File: src/rtl/boot_loader_if.sv
// boot_loader_if: byte-stream, cmem write and core-control signals of the program loader.
//   InData/InValid/InReady          : byte stream handshake (transfer when InValid && InReady)
//   MemWriteEnable/MemAddress/...   : one-cycle cmem word write
//   CoreStart/CoreDone              : core launch pulse and completion
//   Busy/Error                      : loader status
// slave  : loader side (boot_loader)
// master : environment side (byte source, cmem, core)
interface boot_loader_if #(
    parameter int unsigned WORD_WIDTH = 32,
    parameter int unsigned ADDR_WIDTH = 8
);
    logic [7:0]            InData;
    logic                  InValid;
    logic                  InReady;
    logic                  MemWriteEnable;
    logic [ADDR_WIDTH-1:0] MemAddress;
    logic [WORD_WIDTH-1:0] MemWriteData;
    logic                  CoreStart;
    logic                  CoreDone;
    logic                  Busy;
    logic                  Error;

    modport slave (
        input  InData, InValid, CoreDone,
        output InReady, MemWriteEnable, MemAddress, MemWriteData, CoreStart, Busy, Error
    );

    modport master (
        output InData, InValid, CoreDone,
        input  InReady, MemWriteEnable, MemAddress, MemWriteData, CoreStart, Busy, Error
    );
endinterface

File: src/rtl/boot_loader.sv
// boot_loader: receives a framed byte stream (16-bit LE word count, payload words LE, XOR
// checksum), writes the assembled words to cmem from address 0 upward, launches the core on a
// good frame and re-arms once the core reports done. A bad frame parks in a sticky error state.
//   Clock        : rising-edge clock
//   PowerOnReset : asynchronous active-low reset
//   bus          : boot_loader_if.slave (stream, cmem write, core control, status)
module boot_loader #(
    parameter int unsigned WORD_WIDTH = 32,
    parameter int unsigned ADDR_WIDTH = 8
) (
    input logic          Clock,
    input logic          PowerOnReset,
    boot_loader_if.slave bus
);
    localparam int unsigned BPW      = WORD_WIDTH / 8;
    localparam int unsigned BCW      = (BPW > 1) ? $clog2(BPW) : 1;
    localparam logic [16:0] MaxWords = 17'(1) << ADDR_WIDTH;

    typedef enum logic [2:0] {
        StLen0, StLen1, StData, StCsum, StStart, StRun, StError
    } state_e;

    state_e                state_q, state_d;
    logic                  armed_q;
    logic [15:0]           n_q, n_d;
    logic [16:0]           word_cnt_q, word_cnt_d;
    logic [BCW-1:0]        byte_cnt_q, byte_cnt_d;
    logic [WORD_WIDTH-1:0] asm_q, asm_d;
    logic [WORD_WIDTH-1:0] wdata_q, wdata_d;
    logic                  we_q, we_d;
    logic [ADDR_WIDTH-1:0] addr_q, addr_d;
    logic [7:0]            xor_q, xor_d;
    logic                  in_ready;
    logic                  accept;

    // armed_q keeps InReady low until the first edge after reset release.
    assign in_ready = armed_q &&
                      (state_q == StLen0 || state_q == StLen1 ||
                       state_q == StData || state_q == StCsum);
    assign accept   = bus.InValid && in_ready;

    always_comb begin
        state_d    = state_q;
        n_d        = n_q;
        word_cnt_d = word_cnt_q;
        byte_cnt_d = byte_cnt_q;
        asm_d      = asm_q;
        wdata_d    = wdata_q;
        we_d       = 1'b0;
        addr_d     = addr_q;
        xor_d      = xor_q;

        // Address advances on the edge that ends the write strobe cycle.
        if (we_q) begin
            addr_d = addr_q + ADDR_WIDTH'(1);
        end

        unique case (state_q)
            StLen0: begin
                if (accept) begin
                    n_d[7:0] = bus.InData;
                    state_d  = StLen1;
                end
            end
            StLen1: begin
                if (accept) begin
                    n_d[15:8] = bus.InData;
                    if ({1'b0, bus.InData, n_q[7:0]} > MaxWords) begin
                        state_d = StError;
                    end else if ({bus.InData, n_q[7:0]} == 16'd0) begin
                        state_d = StCsum;
                    end else begin
                        state_d = StData;
                    end
                end
            end
            StData: begin
                if (accept) begin
                    // First byte of a word ends up in bits [7:0].
                    asm_d = (asm_q >> 8) | (WORD_WIDTH'(bus.InData) << (WORD_WIDTH - 8));
                    xor_d = xor_q ^ bus.InData;
                    if (byte_cnt_q == BCW'(BPW - 1)) begin
                        byte_cnt_d = '0;
                        wdata_d    = asm_d;
                        we_d       = 1'b1;
                        word_cnt_d = word_cnt_q + 17'd1;
                        if (word_cnt_d == {1'b0, n_q}) begin
                            state_d = StCsum;
                        end
                    end else begin
                        byte_cnt_d = byte_cnt_q + BCW'(1);
                    end
                end
            end
            StCsum: begin
                if (accept) begin
                    state_d = (bus.InData == xor_q) ? StStart : StError;
                end
            end
            StStart: begin
                state_d = StRun;
            end
            StRun: begin
                if (bus.CoreDone) begin
                    state_d    = StLen0;
                    xor_d      = '0;
                    word_cnt_d = '0;
                    byte_cnt_d = '0;
                    addr_d     = '0;
                end
            end
            StError: begin
                state_d = StError;
            end
            default: begin
                state_d = StError;
            end
        endcase
    end

    always_ff @(posedge Clock or negedge PowerOnReset) begin
        if (!PowerOnReset) begin
            state_q    <= StLen0;
            armed_q    <= 1'b0;
            n_q        <= '0;
            word_cnt_q <= '0;
            byte_cnt_q <= '0;
            asm_q      <= '0;
            wdata_q    <= '0;
            we_q       <= 1'b0;
            addr_q     <= '0;
            xor_q      <= '0;
        end else begin
            state_q    <= state_d;
            armed_q    <= 1'b1;
            n_q        <= n_d;
            word_cnt_q <= word_cnt_d;
            byte_cnt_q <= byte_cnt_d;
            asm_q      <= asm_d;
            wdata_q    <= wdata_d;
            we_q       <= we_d;
            addr_q     <= addr_d;
            xor_q      <= xor_d;
        end
    end

    assign bus.InReady        = in_ready;
    assign bus.MemWriteEnable = we_q;
    assign bus.MemAddress     = addr_q;
    assign bus.MemWriteData   = wdata_q;
    assign bus.CoreStart      = (state_q == StStart);
    assign bus.Busy           = (state_q != StLen0);
    assign bus.Error          = (state_q == StError);
endmodule

File: src/flat_wrapper.sv
// flat-port wrapper written by rule: the top's interface ports become plain ports
module boot_loader_flat 
#(
    parameter int unsigned WORD_WIDTH = 32,
    parameter int unsigned ADDR_WIDTH = 8
)
  (Clock, PowerOnReset, bus_InData, bus_InValid, bus_CoreDone, bus_InReady, bus_MemWriteEnable, bus_MemAddress, bus_MemWriteData, bus_CoreStart, bus_Busy, bus_Error);
  boot_loader_if #(.WORD_WIDTH(WORD_WIDTH), .ADDR_WIDTH(ADDR_WIDTH)) bus_i ();
  input logic Clock;
  input logic PowerOnReset;
  input wire logic [$bits(bus_i.InData)-1:0] bus_InData;
  input wire logic [$bits(bus_i.InValid)-1:0] bus_InValid;
  input wire logic [$bits(bus_i.CoreDone)-1:0] bus_CoreDone;
  output wire logic [$bits(bus_i.InReady)-1:0] bus_InReady;
  output wire logic [$bits(bus_i.MemWriteEnable)-1:0] bus_MemWriteEnable;
  output wire logic [$bits(bus_i.MemAddress)-1:0] bus_MemAddress;
  output wire logic [$bits(bus_i.MemWriteData)-1:0] bus_MemWriteData;
  output wire logic [$bits(bus_i.CoreStart)-1:0] bus_CoreStart;
  output wire logic [$bits(bus_i.Busy)-1:0] bus_Busy;
  output wire logic [$bits(bus_i.Error)-1:0] bus_Error;
  assign bus_i.InData = bus_InData;
  assign bus_i.InValid = bus_InValid;
  assign bus_i.CoreDone = bus_CoreDone;
  assign bus_InReady = bus_i.InReady;
  assign bus_MemWriteEnable = bus_i.MemWriteEnable;
  assign bus_MemAddress = bus_i.MemAddress;
  assign bus_MemWriteData = bus_i.MemWriteData;
  assign bus_CoreStart = bus_i.CoreStart;
  assign bus_Busy = bus_i.Busy;
  assign bus_Error = bus_i.Error;
  boot_loader #(.WORD_WIDTH(WORD_WIDTH), .ADDR_WIDTH(ADDR_WIDTH)) u_core (.Clock(Clock), .PowerOnReset(PowerOnReset), .bus(bus_i));
endmodule
File: config.mk
export PLATFORM = sky130hd
export DESIGN_NAME = boot_loader_flat
export DESIGN_NICKNAME = d
export VERILOG_FILES = /design/src/rtl/boot_loader_if.sv /design/src/rtl/boot_loader.sv /design/src/flat_wrapper.sv
export SDC_FILE = /design/constraint.sdc
export NUM_CORES = 1
export LEC_CHECK = 0
export ABC_CLOCK_PERIOD_IN_PS = 7200
export CAP_MARGIN = 20
export CORE_MARGIN = 4
export CORE_UTILIZATION = 45
export CTS_CLUSTER_SIZE = 10
export DETAILED_ROUTE_END_ITERATION = 16
export PLACE_DENSITY = 0.77
export SYNTH_ARGS = -nofsm -noshare
export SYNTH_HDL_FRONTEND = slang
export SYNTH_SLANG_ARGS = --single-unit
File: constraint.sdc
create_clock -name Clock -period 7.2 [get_ports Clock]
set_input_delay 1.44 -clock Clock [delete_from_list [all_inputs] [get_ports Clock]]
set_output_delay 1.44 -clock Clock [all_outputs]
set_load 0.02 [all_outputs]
# ---- Word-level counts from Yosys, hierarchy flattened
# Cells that the tools add are included.
dict set report op_classes {
  addsub 3
  n_lt_le_gt_ge 1
  n_eq_ne 16
  n_mux 28
  n_bitwise 2
  n_reduce_logical 16
}
# op count
set op_table {}
lappend op_table {{$mux W17} 3}
lappend op_table {{$mux W8} 5}
lappend op_table {{$pmux W17 S2} 1}
lappend op_table {{$or A24 B32 Y32} 1}
lappend op_table {{$mux W3} 8}
lappend op_table {{$pmux W3 S6} 1}
lappend op_table {{$add A17 B1 Y17 const B} 1}
lappend op_table {{$eq A17 B16 Y1} 1}
lappend op_table {{$gt A16 B9 Y1 const B} 1}
lappend op_table {{$logic_not A16 Y1} 1}
lappend op_table {{$pmux W8 S2} 1}
lappend op_table {{$eq A3 B3 Y1 const B} 3}
lappend op_table {{$add A8 B1 Y8 const B} 1}
lappend op_table {{$eq A8 B8 Y1} 1}
lappend op_table {{$mux W2} 4}
lappend op_table {{$ne A2 B1 Y1 const B} 4}
lappend op_table {{$xor A8 B8 Y8} 1}
lappend op_table {{$reduce_and A7 Y1} 1}
lappend op_table {{$eq A3 B2 Y1 const B} 2}
lappend op_table {{$ne A2 B2 Y1 const B} 3}
lappend op_table {{$reduce_and A2 Y1} 3}
lappend op_table {{$reduce_and A3 Y1} 2}
lappend op_table {{$mux W1} 4}
lappend op_table {{$pmux W2 S2} 1}
lappend op_table {{9 further kinds} 12}
dict set report totals {
  reg_bits 120
  inputBits 12
  wordCells 77
}

# ---- Depth between registers and ports, before layout
# Gate-level depths: netlist of the first run.
dict set report logic_depth {
  word_depth 8
  ltp_mapped 11
}

# ---- Worst setup path after synthesis of the first run
# OpenSTA, ideal clock, no wires.
dict set report synth_path {
  path_type {input to register}
  from {in bus_InValid}
  to {reg u_core.state_q[0]}
  setup_ps 127
  arrival_time_ps 3085
  required_time_ps 7073
  slack_ps 3988
  cell_stages 7
  cell_sequence {nand2_1 > nor2_1 > nand4_1 > or4_4 > a2111oi_4 > a41o_1 > mux2_1}
}
dict set report synth_via {
  elab_chain_len 3
}
# element line
set synth_rtl {}
lappend synth_rtl {{start, declared} flat_wrapper.sv:12} ;# input wire logic [$bits(bus_i.InValid)-1:0] bus_InValid;
lappend synth_rtl {{$logic_and A1 B1 Y1 *} boot_loader.sv:40} ;# assign accept = bus.InValid && in_ready;
lappend synth_rtl {{$ne A2 B1 Y1 (no source line)} --}
lappend synth_rtl {{$reduce_and A7 Y1 (no source line) *} --}
lappend synth_rtl {{end signal, assigned} boot_loader.sv:123} ;# state_q <= StLen0;
lappend synth_rtl {{end signal, assigned} boot_loader.sv:134} ;# state_q <= state_d;
lappend synth_rtl {{end, declared} boot_loader.sv:23} ;# state_e state_q, state_d;
# Mark *: on every way between the ends. The rest lies on a longest branch, timed or not.
# A chain may end at the register's enable or synchronous reset.

# ---- Worst setup path after layout of the first run
dict set report layout_path {
  from {in bus_InValid}
  to {reg u_core.wdata_q[29], in the netlist u_core.bus.MemWriteData[29]}
}
dict set report layout_via {
  elab_chain_len 2
}
# element line
set layout_rtl {}
lappend layout_rtl {{$logic_and A1 B1 Y1} boot_loader.sv:40}
lappend layout_rtl {{$reduce_and A3 Y1 (no source line)} --}
lappend layout_rtl {{end signal, assigned} boot_loader.sv:140} ;# wdata_q <= wdata_d;
lappend layout_rtl {{end, declared} boot_loader.sv:29} ;# logic [WORD_WIDTH-1:0] wdata_q, wdata_d;
# No other way between the ends.

==> results.md, run 1 <==
- Synthesized flop and latch total: 112
- Die Wd: 116 microns
- Mean post-synth cell area: 9.45 sq um
- Crit Path Category: in2reg
- Hold WS: 0.479 ns
- Gpl congestion: 0.839
- Max Freq: 0.254 GHz
- Largest net degree at the start of global routing: 88
- Synth async-reset ratio: 100%
- Gate Count Post-Synth: 556
- # hold bufs at CTS: 0
- Power, Total: 2.29 mW
- CP endpoint: u_core.bus.MemWriteData[29]
- Flop2flop setup slack: 4.32 ns
- WL/cell: 15.3 microns
- Hold Fails Final Rpt: 0
- Netlist cell types: 51
- RSZ-0062 raised after global routing: no
- Int Power: 1.49 mW
- NumNets Final: 614
- EDFF count, synth: 0
- Drt pass-1 iters: 4
- Overall fraction of global-route tracks in use: 18.2%
- Port Buf Inserts: 56
- Top Ports: 57
- M1 wire length: 5080 microns
- Worst r2r path cells: 6
- Clock network fraction of design power: 22.5%
- Switching share of power: 35.2%
- Die height: 116 microns
- Worst EP required: 7.43 ns
- Latest clock arrival within the worst-skew pair: 0.35 ns
- Routed via count: 4095
- P_sw: 0.809 mW
- Met2 WL: 5670 microns
- Root Driver: clkbuf_16
- H-tree levels: 3
- CTS tree: done
- Clock Sink Count: 112
- CP Capture Type: register
- Worst slew pin tran: 1.06 ns
- Maximum VDD drop: 201 uV
- Pwr per Cell Area: 368 nW/um^2
- Post-cts sizing count: 0
- FF-to-FF End: u_core.bus.MemWriteData[29]
- Die ar.: 13500 sq um
- Logic pwr share: 31.8%
- Most frequent cells in the layout: 174 x nand2_1, 112 x dfrtp_1, 55 x clkdlybuf4s50_1
- Worst Path Max Fanout: 46
- Outcome: finished, final reports clean
- Clk slew on worst S/H paths: 0.08 ns
- Core Region: 11400 sq um
- Initial antenna violation count: 0
- Worst Skew: 0.00724 ns
- Synth Warn #: 0
- Starting density of the core: 46.0%
- Worst r2r src: u_core.state_q[2]
- Final cell count without fillers: 747
- Worst slack, placed: 2.91 ns
- Number of global-route vias before repair: 3901
- Slew margin rel.: 29.1%
- Final setup TNS: 0 ns
- P_leak: 2.92 nW
- Worst setup path start: bus_InValid
- Met3 routed WL: 516 microns
- Layout cells sized above 1: 9.27%
- Final WL: 11400 microns
- Row count: 39
- Cts bufs inserted: 9
- DR top layer: met4
- Grt ovf: 0
- DP HPWL: 7860 microns
- DRT iter0 DRCs: 262
- Commonest non-fill, non-tap cell in the layout: nand2_1
- # diodes: 0
- Main synth FF type: dfrtp_1
- Max_cap viols: 0
- Area growth syn-to-layout: 18.7%
- Post-Syn Area: 5260 sq um
- Routed Antenna Nets: 0
- Setup violations, final: 0
- Fin crit share: 54.7%
- Clock Tree Buf Depth: 2
- First-pass GRT wire length: 19400 microns
- CP Launch Type: input pin
- Sequential power share: 45.6%
- Synthesized Nets: 571
- Vias per inst: 5.48
- Placed cell count: 730
- Worst EP arrival: 4.17 ns
- Final worst setup slack: 3.26 ns
- Period minus WS final: 3.94 ns
- Seq/Total Area, Yosys: 53.3%
- DRC Markers: 0
- Hold WC Path Type: reg2reg
- Setup bufs post-CTS: 0
- Max Slew Vio Count: 0
## sequential cells by signal (all words and copies together), names as in the netlist
| register | count |
|---|---|
| u_core.bus.MemWriteEnable | 1 |
| u_core.armed_q | 1 |
| u_core.bus.MemWriteData | 32 |
| u_core.xor_q | 8 |
| u_core.word_cnt_q | 17 |
| u_core.asm_q | 24 |
| u_core.state_q | 3 |
| u_core.bus.MemAddress | 8 |
| u_core.byte_cnt_q | 2 |
| u_core.n_q | 16 |
## area by class of cell
cell class                      count  area (sq um)
Multi-Input combinational cell    412          2320
Clock inverter                      7          88.8
Timing Repair Buffer               60           608
Fill cell                        1018          5180
Clock buffer                        9           225
Sequential cell                   112          2800
Inverter                            4          15.0
Tap cell                          143           179
## power groups by stage
stage	sequential (mW)	combinational [mW]	clock, mW
4_1_cts	1.05	0.735	0.529
2_1_floorplan	1.09	0.397	0
6_report	1.05	0.731	0.517
3_3_place_gp	1.04	0.707	0
5_1_grt	1.08	0.812	0.549
3_5_place_dp	1.06	0.727	0
## synthesized netlist by cell type, drive strengths merged (2+ instances only)
library cell	n	area share (%)
inv	4	0.29
and3	5	0.62
o31ai	5	0.71
xnor2	21	3.5
dfrtp	112	53
nand4	10	1.6
nand3	14	1.4
o21ai	47	4.5
nor2b	5	0.60
a2111oi	2	0.69
nand2	175	13
or3	3	0.36
and2	5	0.60
a21oi	9	0.86
nor2	36	2.6
ha	3	0.71
clkbuf	18	1.3
mux2	24	5.1
nand2b	2	0.24
buf	10	0.93
nor3	6	0.79
nor4	5	1.0
xor2	15	2.5
a31oi	4	0.48
mux2i	2	0.38
## layer usage
layer  up-vias  GRT usage [%]
met5         -              0
met4         0           5.80
met3        14           2.98
met2       107           29.5
met1      2025           25.0
li1       1949              -
## metrics by stage
stage	cell area, sq um	util (%)
floorplan	5260	-
global placement	5900	51.7
detailed placement	5900	51.7
CTS	6210	54.4
global route	6240	54.7
finish	6240	54.7
## how the worst min path moves through the flow
stage,startpoint,to,slack (ns),depth (start not counted)
2_1_floorplan,u_core.asm_q[8],u_core.bus.MemWriteData[0],0.44,2
3_3_place_gp,u_core.asm_q[9],u_core.bus.MemWriteData[1],0.46,2
3_5_place_dp,u_core.asm_q[15],u_core.asm_q[15],0.46,2
4_1_cts,u_core.asm_q[15],u_core.asm_q[15],0.48,2
5_1_grt,u_core.bus.MemWriteData[22],u_core.bus.MemWriteData[22],0.51,2
6_report,u_core.asm_q[12],u_core.bus.MemWriteData[4],0.48,2
## cell families after synthesis
family | Yosys count | synth area share, %
buffers and inverters | 32 | 2.50
other | 1 | 0.0713
muxes | 26 | 5.52
AOI/OAI and AO/OA | 78 | 9.05
adders and majority gates | 3 | 0.714
xor gates and xnor gates | 36 | 6.00
and+or+nand+nor | 268 | 22.8
DFF | 112 | 53.3
## worst max-delay path, stage by stage
cell,delay (ns)
clkdlybuf4s50_1,0.45
nand2_1,0.07
nor2_1,0.29
and2_1,0.80
nand2_1,0.16
inv_1,0.11
buf_4,0.44
mux2_2,0.40
Note: power is estimated with default switching activity, not from simulation.
==> run 2: changes to the inputs <==
- ABC_CLOCK_PERIOD_IN_PS: 7200 -> 3400
- PLACE_DENSITY: 0.77 -> 0.79
- clock period: 7.2 -> 3.4 ns (I/O delays scaled with it)
==> results.md, run 2 (synthesis results as in run 1) <==
- Post-cts sizing count: 0 (unchanged)
- CTS tree: done
- Layout cells sized above 1: 10.9% (+1.6 points)
- Grt ovf: 0 (unchanged)
- Initial antenna violation count: 0 (unchanged)
- Root Driver: clkbuf_16
- Largest net degree at the start of global routing: 50 (-43%)
- Fin area: 6300 sq um (+1.0%)
- Gpl congestion: 0.825 (-1.6%)
- Max Freq: 0.351 GHz
- CP Launch Type: register
- Routed Antenna Nets: 0 (unchanged)
- Placed cell count: 742 (+1.6%)
- DP HPWL: 8350 microns (+6.1%)
- Worst Skew: 0.00610 ns (-0.00114 ns)
- Area of placed instances: 5990 sq um (+1.5%)
- Setup violations, final: 0 (unchanged)
- Max_cap viols: 0 (unchanged)
- H-tree levels: 3 (unchanged)
- Die height: 116 microns (unchanged)
- Most frequent cells in the layout: 174 x nand2_1, 112 x dfrtp_1, 55 x clkdlybuf4s50_1
- Final cell count without fillers: 758 (+1.5%)
- Starting density of the core: 46.0% (unchanged)
- Max Slew Vio Count: 0 (unchanged)
- DRC Markers: 0 (unchanged)
- Top Ports: 57 (unchanged)
- Fin crit share: 83.8%
- Routed via count: 4164 (+1.7%)
- Core Region: 11400 sq um (unchanged)
- Outcome: finished, final reports clean
- Flop2flop setup slack: 0.55 ns (-3.77 ns)
- P_leak: 2.97 nW (+1.7%)
- Row count: 39 (unchanged)
- Worst r2r src: u_core.word_cnt_q[0]
- # diodes: 0 (unchanged)
- Setup bufs post-CTS: 0 (unchanged)
- Commonest non-fill, non-tap cell in the layout: nand2_1
- FF-to-FF End: u_core.state_q[0]
- Area growth syn-to-layout: 19.9%
- Period minus WS final: 2.85 ns
- # hold bufs at CTS: 0 (unchanged)
- Cts bufs inserted: 9 (unchanged)
- Worst EP arrival: 3.09 ns (-1.08 ns)
- Hold WC Path Type: in2async
- NumNets Final: 625 (+1.8%)
- CP Capture Type: register
- Vias per inst: 5.49 (+0.21%)
- WL/cell: 15.9 microns (+4.0%)
- Worst r2r path cells: 7 (+1)
- Number of global-route vias before repair: 4060 (+4.1%)
- Maximum VDD drop: 399 uV (+99%)
- Overall fraction of global-route tracks in use: 18.8% (+0.68 points)
- Die Wd: 116 microns (unchanged)
- Worst Path Max Fanout: 9 (-80%)
- Clock Sink Count: 112 (unchanged)
- Slew margin rel.: 38.5% (+9.4 points)
- Worst EP required: 3.64 ns (-3.79 ns)
- DRT iter0 DRCs: 305 (+16%)
- Latest clock arrival within the worst-skew pair: 0.36 ns (about the same)
- Die ar.: 13500 sq um (unchanged)
- Hold Fails Final Rpt: 0 (unchanged)
- Final WL: 12000 microns (+5.5%)
- Clock Tree Buf Depth: 2 (unchanged)
- Port Buf Inserts: 56 (unchanged)
- First-pass GRT wire length: 20100 microns (+3.4%)
- RSZ-0062 raised after global routing: no
- Worst slew pin tran: 0.919 ns (-0.140 ns)
- Crit Path Category: reg2reg
- Drt pass-1 iters: 5 (+1)
- Max reg flops: 32 (unchanged)
- Final setup TNS: 0 ns (unchanged)
- Pwr per Cell Area: 781 nW/um^2 (+110%)
- Clk slew on worst S/H paths: 0.07 ns (about the same)
- Post-layout util: 55.2% (+0.55 points)
-- run 2: changes by cell type in the layout (fill, tap and decap cells not counted) --
| cell | previous run | this run |
|---|---|---|
| buf_16 | 1 | 0 |
| clkbuf_8 | 0 | 1 |
| inv_8 | 1 | 2 |
| clkinv_8 | 1 | 0 |
| clkinv_4 | 2 | 1 |
| buf_4 | 4 | 16 |
-- run 2: layout make-up --
cell class                 instances  area [sq um]
sequential                       112          2800
multi-input combinational        412          2320
tap                              143           179
fill                             969          5110
inverter                           4          15.0
timing repair buffer              71           671
clock inverter                     6          75.1
clock buffer                      10           239
-- run 2: worst max-delay path by stage --
| stage | from | end | depth (start not counted) |
|---|---|---|---|
| final | u_core.word_cnt_q[0] | u_core.state_q[0] | 7 |
| after global routing | u_core.word_cnt_q[0] | u_core.state_q[0] | 8 |
| after CTS | u_core.word_cnt_q[0] | u_core.state_q[0] | 7 |
| after detailed placement | bus_InValid | u_core.state_q[0] | 8 |
| after global placement | bus_InValid | u_core.state_q[0] | 8 |
| after floorplan | u_core.word_cnt_q[0] | u_core.state_q[0] | 7 |
-- run 2: routing by layer --
layer / global-route usage (%) / wire (microns) / vias to the layer above
met5: 0 / 0 / -
met4: 8.35 / 320 / 0
met3: 2.45 / 550 / 25
met2: 30.6 / 5850 / 124
met1: 25.4 / 5320 / 2049
li1: - / - / 1966
-- run 2: metrics by stage --
step                hold WS [ns]  setup WS [ns]  total power, mW
detailed placement         0.457          0.270             3.82
finish                     0.338          0.550             4.93
global placement           0.451          0.378             3.72
global route               0.391          0.397             5.20
CTS                        0.365          0.579             4.95
floorplan                  0.384          0.932             3.15
-- run 2: critical path, stage by stage (launching register included) --
cell and delay (ns):
dfrtp_1 0.50, ha_1 0.36, nand3_2 0.22, nor4_4 0.53, nand2_1 0.18, a2111oi_4 0.36
a41o_1 0.24, mux2_1 0.33
-- run 2: power breakdown --
group          switching (mW)  internal, mW  total (mW)
clock                   0.514         0.605        1.12
combinational           0.812         0.768        1.58
sequential              0.426          1.80        2.23
total                    1.75          3.17        4.93
==> run 3: changes to the inputs <==
- ABC_CLOCK_PERIOD_IN_PS: 3400 -> 2600
- clock period: 3.4 -> 2.6 ns (I/O delays scaled with it)
==> results.md, run 3 (synthesis results as in run 1) <==
- Final cell count without fillers: 770 (+1.6%)
- DRC Markers: 0 (unchanged)
- Die height: 116 microns (unchanged)
- Grt ovf: 0 (unchanged)
- Maximum VDD drop: 487 uV (+22%)
- Most frequent cells in the layout: 174 x nand2_1, 111 x dfrtp_1, 55 x clkdlybuf4s50_1
- Fin crit share: 96.8% (+13 points)
- Drt pass-1 iters: 6 (+1)
- Placed cell count: 753 (+1.5%)
- CP Launch Type: register
- Final setup TNS: 0 ns (unchanged)
- RSZ-0062 raised after global routing: no
- Max_cap viols: 0 (unchanged)
- Row count: 39 (unchanged)
- NumNets Final: 637 (+1.9%)
- Max Slew Vio Count: 0 (unchanged)
- Initial antenna violation count: 0 (unchanged)
- Period minus WS final: 2.52 ns (-0.333 ns)
- Crit Path Category: reg2reg
- Clock Tree Buf Depth: 2 (unchanged)
- Register area: 2800 sq um (about the same)
- Worst Skew: 0.00709 ns (+0.000994 ns)
- Commonest non-fill, non-tap cell in the layout: nand2_1
- Multi-input logic area: 2340 sq um (+0.75%)
- Clk slew on worst S/H paths: 0.08 ns (about the same)
- Slew margin rel.: 40.4% (+1.9 points)
- Latest clock arrival within the worst-skew pair: 0.36 ns (about the same)
- Area of placed instances: 6080 sq um (+1.6%)
- Gpl congestion: 0.898 (+8.8%)
- Vias per inst: 5.45 (-0.75%)
- P_sw: 2.30 mW (+31%)
- Power, Total: 6.37 mW (+29%)
- Overall fraction of global-route tracks in use: 19.4% (+0.57 points)
- Largest net degree at the start of global routing: 54 (+8.0%)
- Worst EP required: 2.84 ns (-0.80 ns)
- Port Buf Inserts: 56 (unchanged)
- Layout cells sized above 1: 12.9% (+2.0 points)
- Clock Sink Count: 112 (unchanged)
- Max Freq: 0.397 GHz (+13%)
- # diodes: 0 (unchanged)
- DP HPWL: 8630 microns (+3.4%)
- Starting density of the core: 46.0% (unchanged)
- Die Wd: 116 microns (unchanged)
- Hold Fails Final Rpt: 0 (unchanged)
- Hold WC Path Type: in2async
- Core Region: 11400 sq um (unchanged)
- Setup violations, final: 0 (unchanged)
- CTS tree: done
- Clock network fraction of design power: 20.9% (-1.8 points)
- Fin area: 6390 sq um (+1.4%)
- Root Driver: clkbuf_16
- First-pass GRT wire length: 20500 microns (+2.0%)
- Outcome: finished, final reports clean
- Max reg flops: 32 (unchanged)
- Logic pwr share: 34.2% (+2.1 points)
- Switching share of power: 36.1% (+0.56 points)
- Worst slew pin tran: 0.891 ns (-0.0285 ns)
- DRT iter0 DRCs: 298 (-2.3%)
- Top Ports: 57 (unchanged)
- Sequential power share: 44.9% (-0.3 points)
- CP Capture Type: register
- Die ar.: 13500 sq um (unchanged)
- # fillers: 980 (+1.1%)
- Final WL: 12300 microns (+1.7%)
- Int Power: 4.07 mW (+28%)
- Routed Antenna Nets: 0 (unchanged)
- Area growth syn-to-layout: 21.6%
- Cts bufs inserted: 9 (unchanged)
- Number of global-route vias before repair: 4128 (+1.7%)
- P_leak: 3.00 nW (+1.2%)
- H-tree levels: 3 (unchanged)
- Worst EP arrival: 2.75 ns (-0.34 ns)
- Post-layout util: 56.0% (+0.77 points)
- Worst Path Max Fanout: 5 (-4)
- Pwr per Cell Area: 997 nW/um^2 (+28%)
- Routed via count: 4198 (+0.82%)
- WL/cell: 15.9 microns (+0.16%)
[run 3: routing by layer]
| metal | GRT usage (%) | wire length, microns | share of wire [%] |
|---|---|---|---|
| met1 | 26.2 | 5250 | 43 |
| met2 | 30.8 | 6070 | 50 |
| met3 | 3.66 | 574 | 4.7 |
| met4 | 8.51 | 357 | 2.9 |
| met5 | 0 | 0 | 0 |
[run 3: power groups by stage]
stage,Combinational (mW),Sequential [mW],Clock (mW)
2_1_floorplan,1.10,3.02,0
3_3_place_gp,2.08,2.84,0
3_5_place_dp,2.17,2.88,0
4_1_cts,2.19,2.85,1.36
5_1_grt,2.40,2.95,1.42
6_report,2.18,2.86,1.33
[run 3: critical path, stage by stage, from the launching register on]
cell and delay (ns):
dfrtp_1 0.41, buf_4 0.18, nand4_4 0.14, nor3_4 0.24, xnor2_1 0.15, or4_4 0.52
a2111oi_4 0.19, a41o_1 0.24, mux2_1 0.33
[run 3: through the flow]
stage | setup slack (ns) | hold slack, ns
6_report | 0.0828 | 0.115
5_1_grt | 0.00680 | 0.144
4_1_cts | 0.0835 | 0.125
3_5_place_dp | -0.158 | 0.461
3_3_place_gp | -0.0684 | 0.453
2_1_floorplan | 0.132 | 0.224
[run 3: what timing repair did]
| item | CTS | global route |
|---|---|---|
| gates resized for setup | 0 | 3 |
| hold endpoints to repair | 0 | 0 |
| hold buffers | 0 | 0 |
| setup buffers | 0 | 1 |
| setup endpoints to repair | 0 | 1 |
[run 3: area by class of cell]
cell class                 count  share of cell area [%]
clock buffer                  10                    3.58
timing repair buffer          83                    12.1
clock inverter                 6                   0.803
multi-input combinational    412                    36.6
inverter                       4                   0.235
tap                          143                    2.80
sequential                   112                    43.9
[run 3: path summary, 6_finish.rpt]
check	start	to	slack, ns	cells after the start
hold / removal	PowerOnReset	u_core.bus.MemWriteData[12]	0.11	1
hold reg to reg	u_core.asm_q[8]	u_core.bus.MemWriteData[0]	0.47	2
max in group asynchronous	PowerOnReset	u_core.byte_cnt_q[1]	1.80	2
setup reg to reg	u_core.word_cnt_q[0]	u_core.state_q[0]	0.08	8
min in group Clock	u_core.asm_q[8]	u_core.bus.MemWriteData[0]	0.47	2
setup / recovery	u_core.word_cnt_q[0]	u_core.state_q[0]	0.08	8
